[config.mk]
export PLATFORM = sky130hd
export DESIGN_NAME = msg_frame_controller
export DESIGN_NICKNAME = d
export VERILOG_FILES = /design/src/rtl/msg_pkg.sv /design/src/rtl/preamble_hunter.sv /design/src/rtl/msg_frame_controller.sv
export SDC_FILE = /design/constraint.sdc
export NUM_CORES = 1
export LEC_CHECK = 0
export BUFFER_PORTS_ARGS = -buffer_cell sky130_fd_sc_hd__buf_2
export CAP_MARGIN = 10
export CORE_MARGIN = 2
export CORE_UTILIZATION = 50
export CTS_CLUSTER_SIZE = 12
export DETAILED_ROUTE_END_ITERATION = 7
export HOLD_SLACK_MARGIN = 0.08
export PLACE_DENSITY = 0.72
export SETUP_SLACK_MARGIN = 0.05
export SLEW_MARGIN = 20
export SYNTH_ARGS = -nofsm -noshare
export SYNTH_HDL_FRONTEND = slang
export SYNTH_SLANG_ARGS = --single-unit
[constraint.sdc]
create_clock -name clock -period 1.9 [get_ports clock]
set_clock_uncertainty 0.15 [all_clocks]
set_input_delay 0.285 -clock clock [delete_from_list [all_inputs] [get_ports clock]]
set_output_delay 0.285 -clock clock [all_outputs]
set_load 0.02 [all_outputs]
[src/rtl/msg_pkg.sv]
// Shared types and default sizing for the serial message framing controller.
package msg_pkg;

    localparam int DEF_PREAMBLE_LEN = 4;
    localparam int DEF_DATA_BITS    = 8;

    typedef enum logic [2:0] {
        ST_IDLE    = 3'd0,
        ST_HUNT    = 3'd1,
        ST_RECEIVE = 3'd2,
        ST_PARITY  = 3'd3,
        ST_DELIVER = 3'd4
    } state_t;

endpackage

[src/rtl/preamble_hunter.sv]
// Counts consecutive 1s on the serial line, saturating at PREAMBLE_LEN.
// armed stays high for longer runs until a 0 arrives or clear is asserted.
module preamble_hunter
    import msg_pkg::*;
#(
    parameter int PREAMBLE_LEN = DEF_PREAMBLE_LEN
) (
    input  logic clock,
    input  logic reset,
    input  logic clear,
    input  logic data_in,
    output logic armed
);

    localparam int CW = $clog2(PREAMBLE_LEN + 1);
    localparam logic [CW-1:0] MAX_CNT = CW'(PREAMBLE_LEN);

    logic [CW-1:0] ones_cnt_q;
    logic [CW-1:0] ones_cnt_d;

    always_comb begin
        ones_cnt_d = ones_cnt_q;
        if (clear) begin
            ones_cnt_d = '0;
        end else if (data_in) begin
            if (ones_cnt_q != MAX_CNT) begin
                ones_cnt_d = ones_cnt_q + CW'(1);
            end
        end else begin
            ones_cnt_d = '0;
        end
    end

    always_ff @(posedge clock) begin
        if (reset) begin
            ones_cnt_q <= '0;
        end else begin
            ones_cnt_q <= ones_cnt_d;
        end
    end

    assign armed = (ones_cnt_q == MAX_CNT);

endmodule

[src/rtl/msg_frame_controller.sv]
// Serial framing controller: preamble hunt, start-bit lock, LSB-first payload,
// even-parity check, and valid/ready handoff of the received frame.
module msg_frame_controller
    import msg_pkg::*;
#(
    parameter int PREAMBLE_LEN = DEF_PREAMBLE_LEN,
    parameter int DATA_BITS    = DEF_DATA_BITS
) (
    input  logic                 clock,
    input  logic                 reset,
    input  logic                 enable,
    input  logic                 data_in,
    input  logic                 msg_ready,
    output logic [DATA_BITS-1:0] msg_data,
    output logic                 msg_valid,
    output logic                 parity_err,
    output logic                 busy,
    output logic [7:0]           frame_cnt,
    output state_t               state_dbg
);

    // Handshake: a frame transfers on any edge where msg_valid and msg_ready
    // are both 1; msg_data/parity_err hold steady until then, and msg_ready
    // is ignored while msg_valid is 0.

    localparam int CW = (DATA_BITS > 1) ? $clog2(DATA_BITS) : 1;
    localparam logic [CW-1:0] LAST_BIT = CW'(DATA_BITS - 1);

    state_t               state_q,      state_d;
    logic [CW-1:0]        bit_cnt_q,    bit_cnt_d;
    logic [DATA_BITS-1:0] payload_q,    payload_d;
    logic [DATA_BITS-1:0] msg_data_q,   msg_data_d;
    logic                 msg_valid_q,  msg_valid_d;
    logic                 parity_err_q, parity_err_d;
    logic                 busy_q,       busy_d;
    logic [7:0]           frame_cnt_q,  frame_cnt_d;

    logic hunt_clear;
    logic armed;

    // Holding clear outside HUNT guarantees every hunt starts from zero,
    // so 1s seen while receiving or delivering never count as preamble.
    assign hunt_clear = (state_q != ST_HUNT);

    preamble_hunter #(
        .PREAMBLE_LEN(PREAMBLE_LEN)
    ) u_hunter (
        .clock  (clock),
        .reset  (reset),
        .clear  (hunt_clear),
        .data_in(data_in),
        .armed  (armed)
    );

    always_comb begin
        state_d      = state_q;
        bit_cnt_d    = bit_cnt_q;
        payload_d    = payload_q;
        msg_data_d   = msg_data_q;
        msg_valid_d  = msg_valid_q;
        parity_err_d = parity_err_q;
        frame_cnt_d  = frame_cnt_q;

        case (state_q)
            ST_IDLE: begin
                if (enable) begin
                    state_d = ST_HUNT;
                end
            end
            ST_HUNT: begin
                if (!enable) begin
                    state_d = ST_IDLE;
                end else if (!data_in && armed) begin
                    state_d   = ST_RECEIVE;
                    bit_cnt_d = '0;
                end
            end
            ST_RECEIVE: begin
                if (!enable) begin
                    state_d = ST_IDLE;
                end else begin
                    payload_d[bit_cnt_q] = data_in;
                    if (bit_cnt_q == LAST_BIT) begin
                        state_d = ST_PARITY;
                    end else begin
                        bit_cnt_d = bit_cnt_q + CW'(1);
                    end
                end
            end
            ST_PARITY: begin
                if (!enable) begin
                    state_d = ST_IDLE;
                end else begin
                    parity_err_d = (^payload_q) ^ data_in;
                    msg_data_d   = payload_q;
                    msg_valid_d  = 1'b1;
                    state_d      = ST_DELIVER;
                end
            end
            ST_DELIVER: begin
                if (msg_ready) begin
                    msg_valid_d = 1'b0;
                    frame_cnt_d = frame_cnt_q + 8'd1;
                    state_d     = enable ? ST_HUNT : ST_IDLE;
                end
            end
            default: begin
                state_d = ST_IDLE;
            end
        endcase

        busy_d = (state_d == ST_RECEIVE) || (state_d == ST_PARITY);
    end

    always_ff @(posedge clock) begin
        if (reset) begin
            state_q      <= ST_IDLE;
            bit_cnt_q    <= '0;
            payload_q    <= '0;
            msg_data_q   <= '0;
            msg_valid_q  <= 1'b0;
            parity_err_q <= 1'b0;
            busy_q       <= 1'b0;
            frame_cnt_q  <= '0;
        end else begin
            state_q      <= state_d;
            bit_cnt_q    <= bit_cnt_d;
            payload_q    <= payload_d;
            msg_data_q   <= msg_data_d;
            msg_valid_q  <= msg_valid_d;
            parity_err_q <= parity_err_d;
            busy_q       <= busy_d;
            frame_cnt_q  <= frame_cnt_d;
        end
    end

    assign msg_data   = msg_data_q;
    assign msg_valid  = msg_valid_q;
    assign parity_err = parity_err_q;
    assign busy       = busy_q;
    assign frame_cnt  = frame_cnt_q;
    assign state_dbg  = state_q;

endmodule
=== After elaboration in Yosys (flattened, before gate mapping) ===
Index checks and enable logic that the tools add are counted.

* $add $sub $neg: 3
* Order comparisons: 2
* Equal/unequal tests: 16
* Mux-type cells: 20
* Bitwise gates (word level): 2
* Reduce and logical (&&, ||, !) cells: 14

{| class="wikitable"
|+ Operators with widths
! kind !! number
|-
| 3-bit two-way mux || 11
|-
| 3-bit one-hot mux with 5 select lines || 1
|-
| 3-bit by 2-bit equality test with 1-bit output, second input constant || 4
|-
| 2-bit inequality test, second input constant || 6
|-
| 3-bit equality test, second input constant || 3
|-
| 8-bit by 1-bit adder with 8-bit output, second input constant || 1
|-
| 8-bit bitwise mux || 1
|-
| 8-bit XOR reduction || 1
|-
| 3-bit by 1-bit adder with 3-bit output, second input constant || 2
|-
| 3-bit one-hot mux with 2 select lines || 1
|-
| 2-bit AND reduction || 3
|-
| 5-bit AND reduction || 1
|-
| 3-bit by 4-bit less-than comparator with 1-bit output, second input constant || 1
|-
| 1-bit two-way mux || 4
|-
| 2-bit nonzero test || 2
|-
| 1-bit demux with 3-bit select || 1
|-
| 3-bit by 1-bit equality test with 1-bit output, second input constant || 1
|-
| 3-bit by 1-bit >= comparator with 1-bit output, second input constant || 1
|-
| 3-bit zero test || 1
|-
| 3-bit by 1-bit inequality test with 1-bit output, second input constant || 1
|-
| 3-bit inequality test, second input constant || 1
|-
| 3-bit AND reduction || 1
|-
| 3-bit OR reduction || 1
|-
| 1-bit logical AND || 2
|-
| other kinds (5) || 5
|}

* Register bits: 36
* Bits of input ports: 5
* Output and inout port bits: 22
* Word-level logic and storage cells: 66

=== Logic depth before layout (Yosys ltp) ===
Gate-level depths: netlist (run 1).

* Depth in word-level cells: 7
* Mapped depth: 6
* Depth with buffers taken out: 6

=== By module ===
A second synthesis (run 1) with hierarchy kept.

* Cells, all modules: 195
* Area, all modules: 1785.5 um^2

{| class="wikitable"
|+ Modules (own cells, without submodules)
! module !! instances !! cells an instance !! area each (um^2) !! seq. area each (um^2)
|-
| msg_frame_controller || 1 || 177 || 1615.3 || 660.6
|-
| preamble_hunter || 1 || 18 || 170.2 || 60.1
|}

=== Least setup slack after synthesis (run 1) ===
No wires, ideal clock.

* Path type: register to register
* Start point: reg state_q[2] (netlist: state_dbg[2])
* End point: reg frame_cnt_q[7] (netlist: frame_cnt[7])
* Arrival: 1.419 ns
* Required time: 1.680 ns
* Slack: 0.261 ns
* Stages on the path, launching flop included: 6
* Path buffers: 1
* Clock period less this slack: 1.639 ns
* Path through: dfxtp_1 and4bb_1 buf_6 nand4_4 or3_1 a21oi_1

* Longest elaborated chain between the ends: 2

{| class="wikitable"
|+ Ends and longest elaborated chain
! item !! RTL line !! source
|-
| start, declared || msg_frame_controller.sv:29 || <nowiki>state_t state_q, state_d;</nowiki>
|-
| start signal, assigned || msg_frame_controller.sv:126 || <nowiki>state_q <= state_d;</nowiki>
|-
| 3-bit equality test || msg_frame_controller.sv:64 || <nowiki>case (state_q)</nowiki>
|-
| 2-bit AND reduction (no source line) || -- ||
|-
| end signal, assigned || msg_frame_controller.sv:133 || <nowiki>frame_cnt_q <= frame_cnt_d;</nowiki>
|-
| end, declared || msg_frame_controller.sv:36 || <nowiki>logic [7:0] frame_cnt_q, frame_cnt_d;</nowiki>
|}

No other way between the ends.
A chain may end at the register's enable or synchronous reset.

=== Worst setup path after layout (run 1) ===
* Start point: reg u_hunter.ones_cnt_q[0]
* End point: reg state_q[0] (netlist: state_dbg[0])

* Longest elaborated chain between the ends: 5

{| class="wikitable"
|+ Ends and longest elaborated chain
! item !! RTL line !! source
|-
| start, declared || preamble_hunter.sv:18 || <nowiki>logic [CW-1:0] ones_cnt_q;</nowiki>
|-
| start signal, assigned || preamble_hunter.sv:38 || <nowiki>ones_cnt_q <= ones_cnt_d;</nowiki>
|-
| 3-bit equality test || preamble_hunter.sv:42 || <nowiki>assign armed = (ones_cnt_q == MAX_CNT);</nowiki>
|-
| 1-bit logical AND || msg_frame_controller.sv:73 || <nowiki>end else if (!data_in && armed) begin</nowiki>
|-
| 3-bit two-way mux || msg_frame_controller.sv:73 ||
|-
| 3-bit two-way mux || msg_frame_controller.sv:71 || <nowiki>if (!enable) begin</nowiki>
|-
| 3-bit one-hot mux with 5 select lines || msg_frame_controller.sv:64 ||
|}

No other way between the ends.

==> insert_results.sql, run 1 <==
INSERT INTO impl_metrics (metric_group, metric, value, unit) VALUES
('drt', 'postRouteAntennaNets', '0', ''),
('synth', 'synth-edff-count', '0', ''),
('die', 'initial_core_util', '0.522', ''),
('timing', 'timing.final.hold_violations', '0', ''),
('drt', 'drtIter0Drc', '76', ''),
('layout', 'number_of_nets_at_the_end_of_the_flow', '231', ''),
('clocking', 'worst_skew_pair.late_latency', '0.34', 'ns'),
('critical_path', 'crit_path_cell_trace', 'inv_1, ha_1, and3b_1, o32a_1, a2111oi_2', ''),
('placement', 'gp_congestion', '0.758', ''),
('layout', 'final_area', '1990', 'um2'),
('synth', 'dominantRegCellSynth', 'dfxtp_1', ''),
('clocking', 'cts-htree-levels', '2', ''),
('critical_path', 'criticalPathCategory', 'reg2reg', ''),
('critical_path', 'timing.critical_path.buf_inv', '1', ''),
('clocking', 'cts-buffers-inserted', '5', ''),
('power_and_ir_drop', 'leakagePower', '0.000826', 'uW'),
('layout', 'n_antenna_cell', '0', ''),
('synth', 'asyncSetResetFlopFracSynth', '0', ''),
('synth', 'synthDominantAreaCellType', 'dfxtp_1', ''),
('global_routing', 'largest_net_degree_at_the_start_of_global_routing', '26', ''),
('layout', 'drive_gt1_frac', '0.203', ''),
('synth', 'synth_seq_area_share', '0.413', ''),
('drt', 'vias_per_cell', '5.15', ''),
('timing', 'worst_slew_pin_slew', '0.448', 'ns'),
('critical_path', 'cp_data_required_time', '1.99', 'ns'),
('layout', 'area.sequential', '721', 'um2'),
('global_routing', 'globalRoute.totalOverflow', '0', ''),
('run', 'cap_violations', '0', ''),
('die', 'die_height', '63.0', 'um'),
('synth', 'mappedNetlistNets', '205', ''),
('synth', 'mappedNetlistArea', '1740', 'um2'),
('worst_hold_path', 'holdPathStages', '3', ''),
('drt', 'via_count', '1380', ''),
('drt', 'drtPass1Iterations', '4', ''),
('placement', 'place.port_buffers', '26', ''),
('layout', 'syn_to_final_growth', '14.0', '%'),
('timing', 'number_of_max_slew_violations_in_the_final_report', '0', ''),
('global_routing', 'first_global_vias', '1344', ''),
('clocking', 'root_buffer', 'clkbuf_4', ''),
('power_and_ir_drop', 'peakVddDrop', '0.421', 'mV'),
('die', 'die_area', '3970', 'um2'),
('synth', 'cells_taking_the_most_area_after_synthesis', 'dfxtp_1 (41%), nand2_1 (5.6%), mux2i_1 (5.2%)', ''),
('status', 'outcome', 'finished clean', ''),
('power_and_ir_drop', 'cellPowerDensity', '673', 'nW/um2'),
('synth', 'syn_area_per_cell', '8.94', 'um2'),
('layout', 'multiInputGateArea', '932', 'um2'),
('synth', 'ys_types', '40', ''),
('synth', 'synthTopCellsByCount', 'dfxtp_1 (36), nand2_1 (26), nor2_1 (22)', ''),
('critical_path', 'crit_arrival', '1.83', 'ns'),
('synth', 'ys_warn_count', '0', ''),
('timing', 'final_min_period_over_clock_period', '0.913', ''),
('critical_path', 'setup.worst_path.end_class', 'register', ''),
('synth', 'synth_most_common_cell', 'dfxtp_1', ''),
('die', 'die_width', '63.0', 'um'),
('critical_path', 'worstSetupStartpointType', 'register', ''),
('worst_hold_path', 'worst_hold_path_type', 'in2reg', ''),
('timing', 'slew_headroom', '0.701', ''),
('global_routing', 'grt_first_pass_wirelength', '5790', 'um'),
('timing', 'unrepaired_setup_endpoints_after_global_routing', 'no', ''),
('synth', 'synth_top_area_share', '0.413', ''),
('placement', 'dp_hpwl', '2290', 'um'),
('global_routing', 'grt_antenna_before_repair', '0', ''),
('critical_path', 'worstPathMaxFanout', '4', ''),
('drt', 'post_drt_wl_per_cell', '12.2', 'um'),
('synth', 'post_synthesis_sequential_element_count', '36', ''),
('die', 'io_pins', '27', ''),
('timing', 'max_freq', '576', 'MHz'),
('clocking', 'clock_tree_buf_depth', '2', ''),
('synth', 'synthesis.instances', '195', ''),
('critical_path', 'cp_slowest_stage_delay', '0.38', 'ns'),
('global_routing', 'overall_global_routing_resource_usage', '0.185', '');
final cells by class:
cell class / count / area share
inverter: 4 / 0.00756
tap: 46 / 0.0290
timing repair buffer: 33 / 0.0932
clock inverter: 2 / 0.0176
sequential: 36 / 0.363
clock buffer: 6 / 0.0208
multi-input combinational: 141 / 0.469
cell usage in the layout (no fill, tap or decap), types with 6 or more instances in the layout:
cell and instances:
buf_2 26, xor2_1 6, nor2_1 22, buf_4 6
o21ai_0 6, nand2_1 26, mux2i_1 9, a21oi_1 16
dfxtp_1 36
cell families after synthesis:
| logic type | share of synthesized area |
|---|---|
| buf+inv | 0.0517 |
| xor+xnor | 0.0682 |
| simple gates | 0.289 |
| flops | 0.413 |
| fa+ha+maj | 0.0359 |
| mux | 0.0517 |
| compound gates | 0.0905 |
state kept, by name (all words and copies together) (netlist names):
name	flops
u_hunter.ones_cnt_q	3
state_dbg	3
bit_cnt_q	3
parity_err	1
msg_valid	1
msg_data	8
busy	1
frame_cnt	8
payload_q	8
per-layer routing:
| metal | vias up | wire (um) | GRT usage |
|---|---|---|---|
| li1 | 726 | - | - |
| met4 | 0 | 55 | 0.0667 |
| met2 | 21 | 1510 | 0.305 |
| met3 | 7 | 125 | 0.0649 |
| met5 | - | 0 | 0 |
| met1 | 626 | 1590 | 0.223 |
final timing paths:
kind	from	endpoint	slack, ns
max	u_hunter.ones_cnt_q[0]	state_dbg[0]	0.16
min	enable	state_dbg[0]	0.16
max reg2reg	u_hunter.ones_cnt_q[0]	state_dbg[0]	0.16
min reg2reg	msg_data[2]	msg_data[2]	0.31
per-stage QoR:
step / worst slack (ns) / hold slack [ns] / total power, uW / instances / utilization
after global placement: 0.222 / 0.289 / 824 / 259 / 0.570
after global routing: 0.0689 / 0.150 / 1390 / 268 / 0.595
after floorplan: 0.261 / 0.299 / 810 / 195 / -
after CTS: 0.141 / 0.138 / 1360 / 268 / 0.595
after detailed placement: 0.165 / 0.294 / 824 / 259 / 0.570
final: 0.165 / 0.155 / 1340 / 268 / 0.595
power breakdown:
group	switching [uW]	internal, uW
registers	4.02	756
logic	30.0	18.3
clock network	254	276
total	288	1050
worst register-to-register path, delay by kind of cell, from the launching register on:
family | cells | cell delay (ns)
AO/OA/AOI/OAI | 2 | 0.62
adder cells (fa/ha/maj) | 1 | 0.22
buffers and inverters | 1 | 0.06
flip-flops | 1 | 0.38
AND/OR/NAND/NOR | 1 | 0.20
timing repair:
action,in CTS,in global routing
gates resized for setup,0,0
hold buffers,1,0
buffers inserted,0,0
hold endpoints to repair,2,0
setup endpoints to repair,0,0
No activity file was read; power rests on OpenSTA's default activity.
==> inputs of run 2 (changes only) <==
--- a/config.mk
+++ b/config.mk
@@ -17,4 +17,5 @@
 export SLEW_MARGIN = 20
 export SYNTH_ARGS = -nofsm -noshare
 export SYNTH_HDL_FRONTEND = slang
+export SYNTH_HIERARCHICAL = 1
 export SYNTH_SLANG_ARGS = --single-unit
==> insert_results.sql, run 2 <==
INSERT INTO impl_metrics (metric_group, metric, value, unit) VALUES
('status', 'outcome', 'finished clean', ''),
('power_and_ir_drop', 'p_int', '1130', 'uW'),
('synth', 'synthesis.instances', '195', ''),
('synth', 'post_synthesis_adder_cell_area_fraction', '0.0350', ''),
('die', 'fp-row-count', '21', ''),
('clocking', 'cts-htree-levels', '2', ''),
('timing', 'worst_slew_pin_slew', '0.457', 'ns'),
('timing', 'fin_crit', '1.76', 'ns'),
('critical_path', 'worstSetupStartpointType', 'register', ''),
('worst_hold_path', 'holdPathStages', '4', ''),
('layout', 'syn_to_final_growth', '16.8', '%'),
('worst_hold_path', 'worst_hold_path_type', 'in2reg', ''),
('power_and_ir_drop', 'cellPowerDensity', '680', 'nW/um2'),
('timing', 'timing.final.hold_violations', '0', ''),
('timing', 'final_min_period_over_clock_period', '0.926', ''),
('global_routing', 'overall_global_routing_resource_usage', '0.186', ''),
('synth', 'synth-edff-count', '0', ''),
('drt', 'post_drt_wl_per_cell', '12.6', 'um'),
('critical_path', 'cp_data_required_time', '2.03', 'ns'),
('synth', 'synth_top_family_by_area', 'simple AND/OR/NAND/NOR gates', ''),
('synth', 'synth_seq_area_share', '0.404', ''),
('worst_hold_path', 'hp-start', 'msg_ready', ''),
('placement', 'dp_hpwl', '2450', 'um'),
('synth', 'yosys.area_share.xor_xnor', '0.0666', ''),
('drt', 'routed_wl', '3410', 'um'),
('clocking', 'root_buffer', 'clkbuf_4', ''),
('synth', 'cells_taking_the_most_area_after_synthesis', 'dfxtp_1 (40%), nand2_1 (5.5%), mux2i_1 (5.0%)', ''),
('critical_path', 'crit_arrival', '1.89', 'ns'),
('worst_hold_path', 'worst_hold_path.endpoint', 'state_dbg[2]', ''),
('die', 'die_area', '4060', 'um2'),
('die', 'core_area', '3390', 'um2'),
('synth', 'synthTopCellsByCount', 'dfxtp_1 (36), nand2_1 (26), nor2_1 (19)', ''),
('die', 'die_width', '63.8', 'um'),
('synth', 'dominantRegCellSynth', 'dfxtp_1', ''),
('global_routing', 'globalRoute.totalOverflow', '0', ''),
('drt', 'drcViolationCount', '0', ''),
('critical_path', 'regToRegSetupSlack', '0.14', 'ns'),
('drt', 'vias_per_cell', '5.25', ''),
('synth', 'synth_most_common_cell', 'dfxtp_1', ''),
('layout', 'final_area', '2090', 'um2'),
('drt', 'drtPass1Iterations', '4', ''),
('placement', 'gp_congestion', '0.729', ''),
('critical_path', 'worstPathMaxFanout', '4', ''),
('global_routing', 'grt_antenna_before_repair', '0', ''),
('layout', 'n_antenna_cell', '0', ''),
('critical_path', 'r2r-start', 'u_hunter/ones_cnt_q[0]', ''),
('power_and_ir_drop', 'net-switching-power', '291', 'uW'),
('critical_path', 'setup.worst_path.end_class', 'register', ''),
('power_and_ir_drop', 'pwr-share-comb', '0.037', ''),
('layout', 'final_cell_mix', 'dfxtp_1 (35), nand2_1 (26), buf_2 (26)', ''),
('run', 'cap_violations', '0', ''),
('timing', 'max_freq', '569', 'MHz'),
('timing', 'unrepaired_setup_endpoints_after_global_routing', 'no', ''),
('placement', 'place.port_buffers', '26', ''),
('power_and_ir_drop', 'peakVddDrop', '0.450', 'mV'),
('critical_path', 'r2r_end', 'bit_cnt_q[1]', ''),
('clocking', 'cts-buffers-inserted', '5', ''),
('drt', 'drtIter0Drc', '43', ''),
('drt', 'postRouteAntennaNets', '0', ''),
('clocking', 'worst_skew_pair.late_latency', '0.34', 'ns'),
('clocking', 'clkTransAtPathRegs', '0.11', 'ns'),
('global_routing', 'first_global_vias', '1318', ''),
('die', 'die_height', '63.8', 'um'),
('timing', 'setup-tns-final', '0', 'ns'),
('synth', 'ys_types', '50', ''),
('clocking', 'tritoncts', 'done', ''),
('die', 'initial_core_util', '0.527', ''),
('synth', 'syn_area_per_cell', '9.16', 'um2'),
('synth', 'synth_top_area_share', '0.404', ''),
('clocking', 'clock_tree_buf_depth', '2', ''),
('synth', 'muxShareOfSynthArea', '0.0505', ''),
('global_routing', 'grt_first_pass_wirelength', '5920', 'um'),
('power_and_ir_drop', 'power.share.clock', '0.426', ''),
('synth', 'mappedNetlistArea', '1790', 'um2'),
('clocking', 'tritoncts_num_sinks', '36', ''),
('layout', 'drive_gt1_frac', '0.271', ''),
('synth', 'asyncSetResetFlopFracSynth', '0', ''),
('power_and_ir_drop', 'seq_power_share', '0.537', ''),
('critical_path', 'criticalPathCategory', 'reg2reg', ''),
('critical_path', 'r2r.worst_path.cells', '7', ''),
('placement', 'dpl_cell_area', '1970', 'um2'),
('layout', 'final_common_cell', 'dfxtp_1', ''),
('die', 'io_pins', '27', ''),
('synth', 'synth_compound_area_frac', '0.0995', ''),
('drt', 'via_count', '1422', ''),
('layout', 'number_of_nets_at_the_end_of_the_flow', '234', ''),
('clocking', 'holdBufCountCts', '0', ''),
('power_and_ir_drop', 'leakagePower', '0.000872', 'uW'),
('synth', 'synthDominantAreaCellType', 'dfxtp_1', ''),
('timing', 'slew_headroom', '0.695', ''),
('layout', 'filler_cell_count', '293', ''),
('timing', 'setup_violations', '0', ''),
('synth', 'synth-simple-area-share', '0.294', ''),
('synth', 'mappedNetlistNets', '205', ''),
('timing', 'number_of_max_slew_violations_in_the_final_report', '0', ''),
('synth', 'post_synthesis_sequential_element_count', '36', ''),
('global_routing', 'largest_net_degree_at_the_start_of_global_routing', '21', ''),
('synth', 'ys_warn_count', '6', ''),
('power_and_ir_drop', 'power.share.switching', '0.205', '');
run 2: layer usage:
layer	GRT usage	wire (um)	vias to the layer above
li1	-	-	728
met1	0.233	1540	666
met2	0.300	1670	20
met3	0.0546	121	8
met4	0.0761	80	0
met5	0	0	-
run 2: worst max-delay path: stages, from the launching register on:
cell and delay, ns:
dfxtp_2 0.35, inv_1 0.06, ha_1 0.17, and2_1 0.13
nor2b_4 0.16, o211ai_2 0.11, or4_1 0.42, a21oi_1 0.15
run 2: per-stage QoR:
step           utilization  worst slack, ns  hold WS (ns)  instances  power (uW)
6_report             0.615            0.141        0.0888        271        1420
2_1_floorplan            -            0.147         0.288        195         816
3_5_place_dp         0.581            0.138         0.297        262         830
5_1_grt              0.615           0.0402         0.106        271        1470
4_1_cts              0.609            0.103        0.0831        270        1440
3_3_place_gp         0.581            0.191         0.290        262         829
run 2: repair_timing:
item / in CTS / in global routing
hold endpoints to repair: 0 / 0
endpoints found under the setup margin: 0 / 3
resized for setup: 0 / 4
buffers inserted: 0 / 1
run 2: cells by family after synthesis:
kind of cell               Yosys count
and+or+nand+nor                     86
DFF                                 36
AOI/OAI and AO/OA                   28
buffers and inverters               19
xor gates and xnor gates            12
muxes                                9
adders and majority gates            5
run 2: worst max path at each step:
stage	endpoint	from	slack, ns
CTS	bit_cnt_q[1]	u_hunter/ones_cnt_q[0]	0.10
global route	bit_cnt_q[1]	u_hunter/ones_cnt_q[0]	0.04
detailed placement	bit_cnt_q[2]	u_hunter/ones_cnt_q[0]	0.14
floorplan	u_hunter/ones_cnt_q[2]	state_dbg[0]	0.15
finish	bit_cnt_q[1]	u_hunter/ones_cnt_q[0]	0.14
global placement	bit_cnt_q[1]	u_hunter/ones_cnt_q[0]	0.19
run 2: power by group through the flow:
stage | clock network (uW) | registers [uW] | logic, uW
floorplan | 0 | 776 | 39.4
global placement | 0 | 778 | 50.8
detailed placement | 0 | 778 | 51.5
CTS | 623 | 761 | 52.1
global route | 654 | 762 | 57.7
finish | 605 | 761 | 52.5
run 2: final cells by class:
cell class / count / area [um2] / share of cell area
clock buffers: 7 / 65.1 / 0.0312
clock inverters: 1 / 30.0 / 0.0144
inverters: 5 / 18.8 / 0.00900
multi-input cells: 140 / 987 / 0.473
flip-flops and latches: 36 / 722 / 0.346
well taps: 46 / 57.6 / 0.0276
repair buffers: 36 / 205 / 0.0984
